[src/rtl/rr_mux_arbiter.sv]
// Round-robin arbiter for four packet requesters feeding one shared 4:1 select datapath.
// The granted requester's beats go out through a registered valid/ready output stage.
module rr_mux_arbiter #(
  parameter int unsigned WIDTH     = 8,
  parameter int unsigned MAX_BEATS = 16
) (
  input  logic             clk,
  input  logic             rst,
  input  logic [3:0]       req,
  input  logic [3:0]       last,
  input  logic [WIDTH-1:0] din0,
  input  logic [WIDTH-1:0] din1,
  input  logic [WIDTH-1:0] din2,
  input  logic [WIDTH-1:0] din3,
  output logic [3:0]       ack,
  output logic [3:0]       gnt,
  output logic [1:0]       sel,
  output logic             busy,
  output logic             out_valid,
  output logic [WIDTH-1:0] out_data,
  output logic             out_last,
  input  logic             out_ready
);

  localparam int unsigned CntW = $clog2(MAX_BEATS + 1);
  localparam logic [CntW-1:0] CntMax = CntW'(MAX_BEATS - 1);

  localparam logic StIdle  = 1'b0;
  localparam logic StGrant = 1'b1;

  logic             state_q, state_d;
  logic [1:0]       ptr_q, ptr_d;
  logic [1:0]       sel_q, sel_d;
  logic [3:0]       gnt_q, gnt_d;
  logic [CntW-1:0]  cnt_q, cnt_d;
  logic             out_valid_q, out_valid_d;
  logic [WIDTH-1:0] out_data_q, out_data_d;
  logic             out_last_q, out_last_d;

  logic [1:0]       pick;
  logic [1:0]       idx;
  logic             found;
  logic [WIDTH-1:0] din_s;
  logic             space;
  logic             take;
  logic             beat_last;

  // First requesting index at or after ptr, wrapping modulo 4.
  always_comb begin
    pick  = ptr_q;
    idx   = '0;
    found = 1'b0;
    for (int i = 0; i < 4; i++) begin
      idx = ptr_q + 2'(i);
      if (!found && req[idx]) begin
        pick  = idx;
        found = 1'b1;
      end
    end
  end

  always_comb begin
    unique case (sel_q)
      2'd0: din_s = din0;
      2'd1: din_s = din1;
      2'd2: din_s = din2;
      2'd3: din_s = din3;
    endcase
  end

  assign space     = ~out_valid_q | out_ready;
  assign take      = (state_q == StGrant) & req[sel_q] & space & ~rst;
  assign beat_last = last[sel_q] | (cnt_q == CntMax);

  always_comb begin
    state_d     = state_q;
    ptr_d       = ptr_q;
    sel_d       = sel_q;
    gnt_d       = gnt_q;
    cnt_d       = cnt_q;
    out_valid_d = out_valid_q;
    out_data_d  = out_data_q;
    out_last_d  = out_last_q;

    case (state_q)
      StIdle: begin
        if (|req) begin
          state_d = StGrant;
          gnt_d   = 4'b0001 << pick;
          sel_d   = pick;
          cnt_d   = '0;
        end
      end
      StGrant: begin
        if (take) begin
          if (beat_last) begin
            state_d = StIdle;
            gnt_d   = '0;
            ptr_d   = sel_q + 2'd1;
            cnt_d   = '0;
          end else begin
            cnt_d = cnt_q + CntW'(1);
          end
        end
      end
      default: state_d = StIdle;
    endcase

    if (take) begin
      out_valid_d = 1'b1;
      out_data_d  = din_s;
      out_last_d  = beat_last;
    end else if (out_valid_q && out_ready) begin
      out_valid_d = 1'b0;
    end
  end

  always_ff @(posedge clk) begin
    if (rst) begin
      state_q     <= StIdle;
      ptr_q       <= '0;
      sel_q       <= '0;
      gnt_q       <= '0;
      cnt_q       <= '0;
      out_valid_q <= 1'b0;
      out_data_q  <= '0;
      out_last_q  <= 1'b0;
    end else begin
      state_q     <= state_d;
      ptr_q       <= ptr_d;
      sel_q       <= sel_d;
      gnt_q       <= gnt_d;
      cnt_q       <= cnt_d;
      out_valid_q <= out_valid_d;
      out_data_q  <= out_data_d;
      out_last_q  <= out_last_d;
    end
  end

  assign ack       = take ? (4'b0001 << sel_q) : 4'b0000;
  assign gnt       = gnt_q;
  assign sel       = sel_q;
  assign busy      = (state_q == StGrant);
  assign out_valid = out_valid_q;
  assign out_data  = out_data_q;
  assign out_last  = out_last_q;

endmodule

[config.mk]
export PLATFORM = sky130hd
export DESIGN_NAME = rr_mux_arbiter
export DESIGN_NICKNAME = d
export VERILOG_FILES = /design/src/rtl/rr_mux_arbiter.sv
export SDC_FILE = /design/constraint.sdc
export NUM_CORES = 1
export LEC_CHECK = 0
export CAP_MARGIN = 20
export CELL_PAD_IN_SITES_DETAIL_PLACEMENT = 2
export CELL_PAD_IN_SITES_GLOBAL_PLACEMENT = 2
export CORE_AREA = 2 2 80 82
export CTS_CLUSTER_DIAMETER = 150
export DETAILED_ROUTE_END_ITERATION = 16
export DIE_AREA = 0 0 82 84
export PLACE_DENSITY_LB_ADDON = 0.1
export SKIP_CTS_REPAIR_TIMING = 1
export SYNTH_ARGS = -nofsm -noshare
export SYNTH_HDL_FRONTEND = slang
export SYNTH_SLANG_ARGS = --single-unit
export TNS_END_PERCENT = 20
[constraint.sdc]
create_clock -name clk -period 3.42 [get_ports clk]
set_clock_uncertainty 0.15 [all_clocks]
set_input_delay 0.684 -clock clk [delete_from_list [all_inputs] [get_ports clk]]
set_output_delay 0.684 -clock clk [all_outputs]
set_load 0.005 [all_outputs]
After elaboration in Yosys (flattened, before gate mapping)
Index checks and enable logic that the tools add are counted.
{"block": "classes", "n_addsub": 5, "order_cmp": 5, "n_eq_ne": 7, "shift": 2, "muxes": 34, "bitwise_logic": 8, "n_reduce_logical": 14}
{"operator": "$pmux W8 S4", "n": 1}
{"operator": "$mux W4", "n": 4}
{"operator": "$lt A2 B3 Y1 const B", "n": 5}
{"operator": "$mux W5", "n": 3}
{"operator": "$mux W1", "n": 14}
{"operator": "$bmux W1 S2", "n": 6}
{"operator": "$pmux W5 S2", "n": 1}
{"operator": "$pmux W4 S2", "n": 1}
{"operator": "$shl A1 B2 Y4 const A", "n": 2}
{"operator": "$mux W2", "n": 3}
{"operator": "$reduce_and A3 Y1", "n": 2}
{"operator": "$add A5 B1 Y5 const B", "n": 1}
{"operator": "$eq A5 B4 Y1 const B", "n": 1}
{"operator": "$add A2 B1 Y2 const B", "n": 2}
{"operator": "$add A2 B2 Y2 const B", "n": 2}
{"operator": "$eq A2 B2 Y1 const B", "n": 2}
{"operator": "$logic_and A1 B1 Y1", "n": 4}
{"operator": "$ne A2 B1 Y1 const B", "n": 2}
{"operator": "$reduce_and A2 Y1", "n": 2}
{"operator": "$reduce_or A4 Y1", "n": 1}
{"operator": "$and A1 B1 Y1", "n": 3}
{"operator": "$logic_not A1 Y1", "n": 3}
{"operator": "$not A1 Y1", "n": 3}
{"operator": "$eq A2 B1 Y1 const B", "n": 1}
{"operator": "5 further kinds", "n": 6}
{"block": "totals", "ff_bits": 24, "in_bits": 43, "out_inout_bits": 21}

Depth between registers and ports, before layout
Gate-level depths: netlist of the first run.
{"block": "logic_depth", "ltp_word": 15, "mapped_depth": 7, "depth_no_buf": 6}

Worst setup path after synthesis of the first run
OpenSTA, ideal clock, no wires.
{"block": "synth_timing", "kind": "input to output", "startpoint": "input port req[1]", "endpoint": "output port ack[0]", "arrival_time_ns": 1.907, "required_time_ns": 2.586, "setup_slack_ns": 0.679, "cell_stages": 6, "path_buffers": 3, "cell_sequence": "clkbuf_8 mux4_2 and3_1 buf_6 buf_6 and2_1"}
{"block": "synth_via", "elab_chain_cells": 6}
{"item": "from (decl)", "line_no": "9", "source": "input logic [3:0] req,"}
{"item": "$bmux W1 S2", "line_no": "72", "source": "assign take = (state_q == StGrant) & req[sel_q] & space & ~rst;"}
{"item": "$mux W1 (not written as such)", "line_no": "72"}
{"item": "$and A1 B1 Y1 (3 in a row)", "line_no": "72"}
{"item": "$mux W4", "line_no": "140", "source": "assign ack = take ? (4'b0001 << sel_q) : 4'b0000;"}
{"item": "to (decl)", "line_no": "15", "source": "output logic [3:0] ack,"}
No other way between the ends. The select of a mux whose other input is x is not followed.

Worst setup path after layout of the first run
{"block": "layout_timing", "startpoint": "input port req[0]", "endpoint": "output port ack[2]"}
Same word-level chain as after synthesis.

==> flow_metrics.tcl, run 1 <==
set metrics [dict create \
    run_status "finished, final reports clean" \
    final_nets 279 \
    criticalPathCategory "in -> out" \
    numClockSinks 24 \
    place_hpwl_um 4220 \
    synth-async-reset-ratio_pct 0 \
    minimum_clock_period_ns 3.31 \
    timing.critical_path.max_delay_family "buffers and inverters" \
    grt_util_all_layers_pct 15.1 \
    r2r-end "gnt[0]" \
    synth.net_count 210 \
    drt_first_pass_iters 5 \
    final_max_slew_viol_count 0 \
    min_path_cells 2 \
    clk_pin_slew_worst_paths_ns 0.08 \
    wire_length_of_the_first_global_routing_pass_um 7980 \
    syn-mean-instance-area_sq_um 8.69 \
    finalCoreUtilization_pct 35.7 \
    initial_antenna_violation_count 0 \
    ir_worst_vdd_uv 201 \
    start_util_pct 22.8 \
    yosys_most_used_dff "dfxtp_1" \
    port_buffers 63 \
    timing.final.crit_share_pct 96.7 \
    clock_tree.htree_level_count 1 \
    reg2reg_slack_ns 1.39 \
    detailroute.via_count 1466 \
    area_overhead_of_the_layout_relative_to_synthesis_pct 56.3 \
    floorplan.die_area_sq_um 6890 \
    largest_net_degree_at_the_start_of_global_routing 17 \
    layout_commonest_cell "clkdlybuf4s50_1" \
    leakage_power_uw 0.000825 \
    cp-end-kind "primary output" \
    fp.dieW_um 82 \
    synth_edf_count 0 \
    fmax_mhz 302 \
    critical_path.max_fanout 5 \
    worst_skew_pair.late_latency_ns 0.26 \
    min-delay-path-class "reg -> reg" \
    worst-endpoint-arrival_ns 2.47 \
    fin_hold_ws_ns 0.303 \
    cts_tree "built" \
    worst-slew-pin-transition_ns 0.626 \
    place.gp.congestion 0.691 \
    floorplan.rows 29 \
    finalHoldViolCount 0 \
    seq_area_sq_um 480 \
    coreArea_sq_um 6100 \
    drive_gt1_share_pct 11.9 \
    worst_ep_required_time_ns 2.59 \
    setup_viol 0 \
    powerDensity_nw_per_um2 322 \
    worstRegToRegCells 5 \
    library_cell_contributing_the_largest_single_delay_on_the_critical_path "mux4_2" \
    grt.overflow.total 0 \
    detail_route.drc_violations 0 \
    first_global_vias 1652 \
    critical_path.n_buffers_inverters 2 \
    hold_path_endpoint "out_data[7]" \
    worst_setup_path_start_kind "input pin" \
    critical_path.cell_chain "clkdlybuf4s50_1 > mux4_2 > and3_1 > and2_1 > clkdlybuf4s50_1" \
    die_h_um 84 \
    fin_tns_setup_ns 0 \
    fillers 705 \
    grt_setup_unrepaired "false" \
    yosys_warnings 0 \
    commonest_non_fill_non_tap_cells_in_the_layout "clkdlybuf4s50_1, nand2_1, dfxtp_1" \
    synth-seq-cells 24 \
    post_synth_instance_area_sq_um 1390 \
    wirelength_um 5060 \
    insertedDiodeCount 0 \
    ctsRootBufferMaster "clkbuf_8" \
    cts_made_buffers 3 \
    seq_area_frac_synth_pct 34.6 \
    crit_top_cell "clkdlybuf4s50_1" \
    drt-wirelength-per-cell_um 16.7 \
    cts.path.max_buffers 2 \
    multiInputGateArea_sq_um 831 \
    cap_viol_max_count 0 \
    crit-reg2reg-launch "sel[0]" \
    timing.hold.worst.start "out_data[7]" \
    first_iter_violations 57 \
    synthesized_instance_count 160 \
    ant_nets 0 \
    max_stage_delay_ns 0.50 \
    slew-limit-headroom_pct 57.2 \
    post_synth_num_cell_types 39 \
    vias_per_cell 4.82 \
    io_pins 64 \
]
==> state kept, by name (all words and copies together) (netlist names) <==
register and flops:
busy 1, cnt_q 5, gnt 4, out_data 8, out_last 1, out_valid 1, ptr_q 2, sel 2
==> synth_stat cells, drive strengths merged (2+ instances only) <==
cell type  count  area (sq um)
a21oi         14          70.1
nor2          11          41.3
ha             7          87.6
dfxtp         24           480
a32o           4          45.0
nand2b         2          12.5
mux4           2          45.0
xor2           2          17.5
clkbuf         4          25.0
a222oi         8          80.1
and2           5          31.3
buf            5          35.0
nand3          2          22.5
o21ai         10          50.1
or2            2          12.5
and3           4          30.0
nand4          2          12.5
nand2         29           109
o2111ai        2          35.0
nor2b          4          25.0
inv            5          18.8
==> cells by family (layout without fill, tap and decap cells) <==
kind of cell,after synthesis,count (layout),synth area share (%)
simple gates,63,63,22.3
flops,24,24,34.6
buf+inv,14,81,5.67
xor+xnor,3,3,1.89
fa+ha+maj,7,7,6.30
compound gates,46,46,25.3
mux,3,3,3.96
==> worst register-to-register path: cells and delay by family, from the launching register on <==
family / cells / cell delay [ns]
compound gates: 2 / 0.46
flops: 1 / 0.36
simple gates: 1 / 0.27
mux: 1 / 0.55
buf+inv: 1 / 0.18
==> worst max path at each step <==
stage | cells after the start | endpoint | startpoint
2_1_floorplan | 6 | ack[0] | req[1]
3_5_place_dp | 5 | ack[2] | req[0]
5_1_grt | 5 | ack[2] | req[3]
4_1_cts | 5 | ack[2] | req[0]
6_report | 5 | ack[2] | req[0]
3_3_place_gp | 5 | ack[1] | req[3]
==> report_power, final <==
| part | leakage (uW) | total, uW | internal (uW) | switching, uW |
|---|---|---|---|---|
| Sequential | 0.000195 | 310 | 296 | 13.8 |
| Combinational | 0.000609 | 228 | 127 | 101 |
| Clock | 0.0000216 | 162 | 78.6 | 83.7 |
| Total | 0.000825 | 701 | 502 | 199 |
==> routing by layer <==
layer | wire (um) | vias up | global-route usage, % | share of wire, %
met5 | 0 | - | 0 | 0
met4 | 49 | 0 | 2.27 | 0.97
met3 | 145 | 6 | 2.49 | 2.9
met2 | 2950 | 32 | 30.6 | 58
met1 | 1920 | 716 | 15.6 | 38
li1 | - | 712 | - | -
==> per-stage QoR <==
stage                     setup slack, ns  instances  total power (uW)  instance area (sq um)
after global routing               0.0511        304               753                   2170
after detailed placement            0.109        301               549                   2130
after global placement              0.139        301               540                   2130
after floorplan                     0.679        160               424                   1390
final                               0.114        304               701                   2170
after CTS                           0.110        304               718                   2170
==> layout make-up <==
type	instances	share of cell area (%)
Clock buffer	3	1.90
Inverter	5	0.864
Multi-Input combinational cell	122	38.2
Sequential cell	24	22.1
Tap cell	77	4.43
Timing Repair Buffer	73	32.5
No activity file was read; power rests on OpenSTA's default activity.
==> run 2, diff against run 1 <==
--- a/config.mk
+++ b/config.mk
@@ -8,10 +8,11 @@
 export CAP_MARGIN = 20
 export CELL_PAD_IN_SITES_DETAIL_PLACEMENT = 2
 export CELL_PAD_IN_SITES_GLOBAL_PLACEMENT = 2
-export CORE_AREA = 2 2 80 82
+export CORE_AREA = 2 2 66 68
 export CTS_CLUSTER_DIAMETER = 150
 export DETAILED_ROUTE_END_ITERATION = 16
-export DIE_AREA = 0 0 82 84
+export DIE_AREA = 0 0 68 70
+export DONT_BUFFER_PORTS = 1
 export PLACE_DENSITY_LB_ADDON = 0.1
 export SKIP_CTS_REPAIR_TIMING = 1
 export SYNTH_ARGS = -nofsm -noshare
==> run 2 against run 1 <==
Compared with the run above: non-clock buffer count down 73; sequential share of layout area up 11 points; first-iteration DRC count up 12%; clock-buffer cell count up 1; sequential cell count unchanged; via count down 18%; utilization down 0.66 points; critical endpoint unchanged; sequential power up 2%; largest power group unchanged; die area down 31%; final cell count down 32%.
==> flow_metrics.tcl, run 2 (same netlist as run 1, synthesis figures left out) <==
set metrics [dict create \
    largest_reg_flops 8 \
    finalHoldViolCount 0 \
    floorplan.die_area_sq_um 4760 \
    worst-slew-pin-transition_ns 0.858 \
    vias_per_cell 5.79 \
    worstRegToRegCells 4 \
    largest_net_degree_at_the_start_of_global_routing 17 \
    leakage_power_uw 0.000546 \
    first_global_vias 1266 \
    hold_path_endpoint "out_data[3]" \
    minimum_clock_period_ns 2.90 \
    timing.hold.worst.start "out_data[3]" \
    seq_area_sq_um 480 \
    multiInputGateArea_sq_um 831 \
    area_overhead_of_the_layout_relative_to_synthesis_pct 4.32 \
    min_path_cells 2 \
    drive_gt1_share_pct 11.6 \
    timing.critical_path.max_delay_family "multiplexers" \
    r2r-end "gnt[1]" \
    floorplan.rows 24 \
    grt_use_met3_pct 4.83 \
    coreArea_sq_um 4140 \
    place.gp.congestion 0.776 \
    clk_pin_slew_worst_paths_ns 0.08 \
    fp.dieW_um 68 \
    critical_path.max_fanout 16 \
    wirelength_um 3870 \
    fillers 460 \
    final_max_slew_viol_count 0 \
    crit-reg2reg-launch "sel[0]" \
    critical_path.cell_chain "mux4_2 > and3_1 > and2_1" \
    global_route.peak_usage_layer "met2" \
    cts_tree "built" \
    worst_skew_pair.late_latency_ns 0.27 \
    detail_route.drc_violations 0 \
    library_cell_contributing_the_largest_single_delay_on_the_critical_path "mux4_2" \
    grt_setup_unrepaired "false" \
    criticalPathCategory "reg -> out" \
    worst_ep_required_time_ns 2.59 \
    worst-endpoint-arrival_ns 2.07 \
    drt_first_pass_iters 5 \
    final_nets 206 \
    critical_path.n_buffers_inverters 0 \
    timing.final.crit_share_pct 84.9 \
    setup_viol 0 \
    min-delay-path-class "reg -> reg" \
    io_pins 64 \
    initial_antenna_violation_count 0 \
    slew-limit-headroom_pct 41.3 \
    die_h_um 70 \
    commonest_non_fill_non_tap_cells_in_the_layout "nand2_1, dfxtp_1, a21oi_1" \
    ctsRootBufferMaster "clkbuf_8" \
    powerDensity_nw_per_um2 435 \
    run_status "finished, final reports clean" \
    cp-end-kind "primary output" \
    worstSetupPathDepth 3 \
    grt.overflow.total 0 \
    placed_standard_cell_area_sq_um 1400 \
    wire_length_of_the_first_global_routing_pass_um 6200 \
    numClockSinks 24 \
    clock_tree.htree_level_count 1 \
    cts_made_buffers 3 \
    port_buffers 0 \
    ir_worst_vdd_uv 167 \
    reg2reg_slack_ns 1.32 \
    first_iter_violations 64 \
    cap_viol_max_count 0 \
    fmax_mhz 345 \
    globalRouteMet1Util_pct 19.5 \
    fin_tns_setup_ns 0 \
    start_util_pct 33.5 \
    place_hpwl_um 3090 \
    insertedDiodeCount 0 \
    max_stage_delay_ns 0.63 \
    final_design_area_no_fill_sq_um 1450 \
    grt_util_all_layers_pct 17.4 \
    cts.path.max_buffers 2 \
    fin_hold_ws_ns 0.323 \
    use_met2_pct 31.4 \
    layout_commonest_cell "nand2_1" \
    drt-wirelength-per-cell_um 18.7 \
    detailroute.via_count 1199 \
    ant_nets 0 \
    worst_setup_path_start_kind "register" \
]
run 2: metrics by stage:
step / total power, uW / std cells / util (%) / worst slack, ns
final: 630 / 207 / 35.0 / 0.517
after global routing: 682 / 207 / 35.0 / 0.331
after CTS: 644 / 207 / 35.0 / 0.469
after detailed placement: 447 / 203 / 33.7 / 0.709
after global placement: 442 / 203 / 33.7 / 0.741
after floorplan: 424 / 160 / - / 0.679
run 2: worst max path at each step:
stage / from / endpoint
5_1_grt: sel[0] / ack[2]
2_1_floorplan: req[1] / ack[0]
3_3_place_gp: req[3] / ack[0]
4_1_cts: sel[0] / ack[2]
3_5_place_dp: rst / ack[2]
6_report: sel[0] / ack[2]
run 2: final cells by class:
| class | instances | share of cell area [%] |
|---|---|---|
| Tap cell | 52 | 4.49 |
| Clock buffer | 4 | 3.80 |
| Inverter | 5 | 1.29 |
| Sequential cell | 24 | 33.1 |
| Multi-Input combinational cell | 122 | 57.3 |
run 2: metal layers:
layer | vias up | wire [um] | part of all wire [%]
li1 | 572 | - | -
met1 | 587 | 1490 | 39
met2 | 36 | 2090 | 54
met3 | 4 | 251 | 6.5
met4 | 0 | 33 | 0.85
met5 | - | 0 | 0
run 2: report_power, final:
group	switching, uW	internal [uW]
sequential	19.0	296
combinational	71.9	50.3
clock	89.6	103
run 2: worst min-delay path: cells and delay by family, from the launching register on:
family	cells	cell delay [ns]
flip-flops	1	0.33
AND/OR/NAND/NOR	1	0.06
AO/OA/AOI/OAI	1	0.05
